==> src/rtl/uart_pkg.sv <==
// Shared UART types and helpers for the transmit and receive paths.
// Holds the frame FSM state encoding, parity modes and baud divider math.
package uart_pkg;

  typedef enum logic [2:0] {
    ST_IDLE,
    ST_START,
    ST_DATA,
    ST_PARITY,
    ST_STOP
  } uart_state_e;

  localparam int PARITY_NONE = 0;
  localparam int PARITY_EVEN = 1;
  localparam int PARITY_ODD  = 2;

  // Round to the nearest whole clock count per line bit.
  function automatic int calc_baud_div(input int clk_mhz,
                                       input int bit_rate);
    return (clk_mhz * 1000000 + bit_rate / 2) / bit_rate;
  endfunction

endpackage

==> src/rtl/uart_baud_counter.sv <==
// Bit-period timer: counts 0..BAUD_DIV-1, tick marks each bit's last cycle.
// Ports: aclk, aresetn (sync, active low), restart (zero count), tick.
module uart_baud_counter
  import uart_pkg::*;
#(
  parameter int BAUD_DIV = 434
) (
  input  logic aclk,
  input  logic aresetn,
  input  logic restart,
  output logic tick
);

  localparam int CW = (BAUD_DIV > 1) ? $clog2(BAUD_DIV) : 1;

  logic [CW-1:0] cnt_q;
  logic          last;

  assign last = (cnt_q == CW'(BAUD_DIV - 1));
  assign tick = last;

  always_ff @(posedge aclk) begin
    if (!aresetn) begin
      cnt_q <= '0;
    end else if (restart || last) begin
      cnt_q <= '0;
    end else begin
      cnt_q <= cnt_q + 1'b1;
    end
  end

endmodule

==> src/rtl/axis_to_uart_tx.sv <==
// AXI-Stream to UART transmitter: start, LSB-first data, parity, stop.
// Ports: aclk, aresetn, tdata/tvalid/tready sink, TX line, busy.
module axis_to_uart_tx
  import uart_pkg::*;
#(
  parameter int CLK_FREQ      = 50,
  parameter int BIT_RATE      = 115200,
  parameter int BIT_PER_WORD  = 8,
  parameter int PARITY_BIT    = 0,
  parameter int STOP_BITS_NUM = 1
) (
  input  logic                    aclk,
  input  logic                    aresetn,
  input  logic [BIT_PER_WORD-1:0] tdata,
  input  logic                    tvalid,
  output logic                    tready,
  output logic                    TX,
  output logic                    busy
);

  localparam int BAUD_DIV = calc_baud_div(CLK_FREQ, BIT_RATE);
  localparam bit HAS_PAR  = (PARITY_BIT != PARITY_NONE);
  localparam bit ODD_PAR  = (PARITY_BIT == PARITY_ODD);

  if (BAUD_DIV < 2) begin : g_bad_div
    $error("axis_to_uart_tx: BAUD_DIV must be at least 2");
  end
  if (BIT_PER_WORD < 5 || BIT_PER_WORD > 9) begin : g_bad_width
    $error("axis_to_uart_tx: BIT_PER_WORD must be 5..9");
  end
  if (STOP_BITS_NUM < 1 || STOP_BITS_NUM > 2) begin : g_bad_stop
    $error("axis_to_uart_tx: STOP_BITS_NUM must be 1..2");
  end
  if (PARITY_BIT < 0 || PARITY_BIT > 2) begin : g_bad_par
    $error("axis_to_uart_tx: PARITY_BIT must be 0..2");
  end

  uart_state_e             st_q, st_n;
  logic [BIT_PER_WORD-1:0] shift_q, shift_n;
  logic [3:0]              bcnt_q, bcnt_n;
  logic                    par_q, par_n;
  logic                    tx_q, tx_n;
  logic                    rdy_en_q;
  logic                    tick;
  logic                    hs;
  logic                    last_stop;

  uart_baud_counter #(
    .BAUD_DIV(BAUD_DIV)
  ) u_baud (
    .aclk   (aclk),
    .aresetn(aresetn),
    .restart(hs),
    .tick   (tick)
  );

  assign last_stop = (st_q == ST_STOP) && tick &&
                     (bcnt_q == 4'(STOP_BITS_NUM - 1));

  // rdy_en_q holds tready low for the first cycle out of reset.
  assign tready = rdy_en_q && ((st_q == ST_IDLE) || last_stop);
  assign hs     = tvalid && tready;
  assign busy   = (st_q != ST_IDLE);
  assign TX     = tx_q;

  always_comb begin
    st_n    = st_q;
    shift_n = shift_q;
    bcnt_n  = bcnt_q;
    par_n   = par_q;
    unique case (st_q)
      ST_IDLE: begin
      end
      ST_START: begin
        if (tick) begin
          st_n   = ST_DATA;
          bcnt_n = '0;
        end
      end
      ST_DATA: begin
        if (tick) begin
          if (bcnt_q == 4'(BIT_PER_WORD - 1)) begin
            st_n   = HAS_PAR ? ST_PARITY : ST_STOP;
            bcnt_n = '0;
          end else begin
            shift_n = shift_q >> 1;
            bcnt_n  = bcnt_q + 4'd1;
          end
        end
      end
      ST_PARITY: begin
        if (tick) begin
          st_n   = ST_STOP;
          bcnt_n = '0;
        end
      end
      ST_STOP: begin
        if (last_stop) begin
          st_n = ST_IDLE;
        end else if (tick) begin
          bcnt_n = bcnt_q + 4'd1;
        end
      end
      default: st_n = ST_IDLE;
    endcase
    // A handshake (idle or final stop cycle) starts the next frame.
    if (hs) begin
      st_n    = ST_START;
      shift_n = tdata;
      par_n   = (^tdata) ^ ODD_PAR;
      bcnt_n  = '0;
    end
  end

  // TX is registered from the next-state view so it moves
  // on the same edge as the state change.
  always_comb begin
    tx_n = 1'b1;
    unique case (st_n)
      ST_IDLE:   tx_n = 1'b1;
      ST_START:  tx_n = 1'b0;
      ST_DATA:   tx_n = shift_n[0];
      ST_PARITY: tx_n = par_n;
      ST_STOP:   tx_n = 1'b1;
      default:   tx_n = 1'b1;
    endcase
  end

  always_ff @(posedge aclk) begin
    if (!aresetn) begin
      st_q     <= ST_IDLE;
      shift_q  <= '0;
      bcnt_q   <= '0;
      par_q    <= 1'b0;
      tx_q     <= 1'b1;
      rdy_en_q <= 1'b0;
    end else begin
      st_q     <= st_n;
      shift_q  <= shift_n;
      bcnt_q   <= bcnt_n;
      par_q    <= par_n;
      tx_q     <= tx_n;
      rdy_en_q <= 1'b1;
    end
  end

endmodule

==> config.mk <==
export PLATFORM = sky130hd
export DESIGN_NAME = axis_to_uart_tx
export DESIGN_NICKNAME = d
export VERILOG_FILES = /design/src/rtl/uart_pkg.sv /design/src/rtl/uart_baud_counter.sv /design/src/rtl/axis_to_uart_tx.sv
export SDC_FILE = /design/constraint.sdc
export NUM_CORES = 1
export LEC_CHECK = 0
export BUFFER_PORTS_ARGS = -buffer_cell sky130_fd_sc_hd__buf_2
export CAP_MARGIN = 10
export CORE_MARGIN = 2
export CORE_UTILIZATION = 45
export CTS_BUF_LIST = sky130_fd_sc_hd__clkbuf_16
export DETAILED_ROUTE_END_ITERATION = 10
export PLACE_DENSITY = 0.65
export SKIP_CTS_REPAIR_TIMING = 1
export SYNTH_ARGS = -nofsm -noshare
export SYNTH_HDL_FRONTEND = slang
export SYNTH_SLANG_ARGS = --single-unit
==> constraint.sdc <==
create_clock -name aclk -period 2.3 [get_ports aclk]
set_clock_uncertainty 0.15 [all_clocks]
set_input_delay 0.46 -clock aclk [delete_from_list [all_inputs] [get_ports aclk]]
set_output_delay 0.46 -clock aclk [all_outputs]
set_load 0.1 [all_outputs]
==> metrics.txt <==
outcome=finished, final reports clean; drt first pass iters=4; Die Span Y=roughly 60 microns; CORE AREA=0.00300 sq mm; Crit Path Max Fanout=4; ant diodes=0; Cell variety after synth=46; Root Buffer=clkbuf_16; commonest non-fill, non-tap cell in the layout=nor2_1; largest area contributor in the netlist=dfxtp_1; IO buf count=13; worst-case reg-to-reg path depth=7; post-synthesis async set-or-reset flop share=0%; antenna viol nets, final=0; Starting Density=between 40% and 50%; Rows=20; htree depth=1; clock network power share=38.1%; worst slack, placed=roughly 0.12 ns; combinational share of power=13.2%; residual DRC count=0; VDD IR-drop max=between 0.4 and 0.5 mV; WHS Path Cells=1; CP Data Arrival Time=1.63 ns; Critical Path RT=1.69 ns; GPL Wtd Cong=0.820; clock slew at reported path FFs=0.07 ns; Final Hold Viols=0; Max Cap Viol=0; Synth area leaders=dfxtp_1 39%, nor2_1 7.3%, xnor2_1 6.9%; Main synth FF type=dfxtp_1; FF-to-FF setup slack=0.08 ns; largest net degree at the start of global routing=18; Final setup viols=0; P&R area growth vs syn=17.3%; Non-Filler Instances=206; internal power=0.776 mW; Syn Nets=171; worst hold endpoint=rdy_en_q; die width=59.7 microns; RR Endpoint=bcnt_q[3]; register area=543 sq um; placed instance area=0.00152 sq mm; Tot GR Track Use=between 10% and 20%; Multi-input gate area=831 sq um; Longest Clk Path Bufs=2; CTS sink count=27; post-layout util=a little over half; vias in the first global route=1,060; wirelength, routed=2630 microns; clk_lat worst skew=0.26 ns; share of post-route cells with drive strength above 1=20.8%; grt total ovfl=0; crit path time final=~2.2 ns; Final nets=189; vias per cell=~5.4; Syn Inst Count=156; Synth Cell Area=0.00140 sq mm; post-DP HPWL=1890 microns; Vias=between 1k and 1.5k; sw frac=24.8%; crit path kind=flip-flop to output port; max_slew headroom=about two thirds; Net Switching=0.256 mW; EDFF count, synth=0; Lkg Pwr=0.612 nW; CTS buffer count=3; fin crit share=97.4%; Max Freq=446 MHz; warnings from Yosys=0; top-area cell type share of the netlist area=38.7%; # IOs=14; element type at the critical path start=flip-flop; drt first-iter violations=56; r2r startpoint=u_baud.cnt_q[6]; Synth Register Bits=27; crit end category=output port; drt wl/cell=12.8 microns; worst hold start=aresetn; antenna violations before repair=0; most frequent cells in the layout=27 x nor2_1, 25 x dfxtp_1, 12 x buf_2; Post-Syn Area per Cell=about 9 sq um; power share of the sequential group=48.7%; worst slew pin tran=0.515 ns; CTS tree=built; Cells after DPL=199; pwr dens=about 630 mW/mm^2; Final Worst Setup Slack=just under 0.06 ns; Hold WC Path Type=primary input to flip-flop; first-pass GRT wire length=4400 microns; sequential area share after synthesis=between 30% and 40%; post-route cell area=between 0.0015 and 0.002 sq mm; die area=0.00357 sq mm; Fillers=between 200 and 300; Slew Limit Fails=0
## sequential cells by signal, indices dropped and copies added (netlist names)
| register | flops |
|---|---|
| st_q | 3 |
| u_baud.cnt_q | 9 |
| bcnt_q | 4 |
| par_q | 1 |
| shift_q | 8 |
| TX | 1 |
| rdy_en_q | 1 |
## per-layer routing
| layer | global-route usage, % | vias to the layer above | part of all wire (%) |
|---|---|---|---|
| met4 | 10.2 | 0 | 2.5 |
| met3 | 3.90 | 6 | 2.6 |
| met1 | 19.3 | 519 | 47 |
| met5 | 0 | - | 0 |
| li1 | - | 584 | - |
| met2 | 26.6 | 13 | 48 |
## power by group through the flow
stage / Clock (mW) / Combinational, mW / Sequential, mW
final: 0.393 / 0.137 / 0.502
after global routing: 0.425 / 0.149 / 0.504
after floorplan: 0 / 0.0986 / 0.516
after global placement: 0 / 0.135 / 0.511
after CTS: 0.402 / 0.138 / 0.502
after detailed placement: 0 / 0.138 / 0.513
## synth_stat cells (2+ instances only)
master / n
a211oi_1: 7
a21oi_1: 5
buf_2: 2
clkbuf_1: 2
dfxtp_1: 27
ha_1: 4
inv_1: 5
mux2i_1: 8
nand2_1: 7
nand3_1: 6
nand4_1: 2
nor2_1: 27
nor2b_1: 5
nor3b_1: 2
o211ai_1: 2
o21ai_0: 2
or3_1: 2
xnor2_1: 11
xor2_1: 3
## worst max-delay path, stage by stage (launching register included)
cell and delay [ns]:
dfxtp_1 0.36, nor4b_4 0.43, nand3_2 0.21, a21oi_4 0.18
buf_12 0.18
## stage by stage
step | setup TNS, ns | power [mW] | hold slack (ns)
global placement | 0 | 0.646 | 0.319
CTS | -0.168 | 1.04 | 0.217
floorplan | 0 | 0.615 | 0.295
finish | 0 | 1.03 | 0.223
global route | -0.0302 | 1.08 | 0.211
detailed placement | 0 | 0.650 | 0.334
## worst max-delay path by stage
stage	from	endpoint	slack [ns]
4_1_cts	bcnt_q[0]	tready	-0.17
2_1_floorplan	bcnt_q[0]	tready	0.07
5_1_grt	u_baud.cnt_q[6]	tready	-0.02
6_report	u_baud.cnt_q[6]	tready	0.06
3_3_place_gp	bcnt_q[0]	tready	0.22
3_5_place_dp	bcnt_q[0]	tready	0.12
## cells by family after synthesis
| group | after synthesis | synth area share (%) |
|---|---|---|
| multiplexers | 8 | 5.73 |
| XOR/XNOR | 14 | 8.77 |
| AND/OR/NAND/NOR | 64 | 25.2 |
| adder cells (fa/ha/maj) | 4 | 3.58 |
| buffers and inverters | 11 | 3.94 |
| AO/OA/AOI/OAI | 28 | 14.1 |
| flip-flops | 27 | 38.7 |
## cell type report
class	count	share of cell area (%)
Clock inverter	1	0.305
Timing Repair Buffer	19	7.63
Clock buffer	3	4.58
Inverter	5	1.15
Sequential cell	27	33.1
Multi-Input combinational cell	118	50.7
Tap cell	33	2.52
Power figures use the tool's default switching activity.
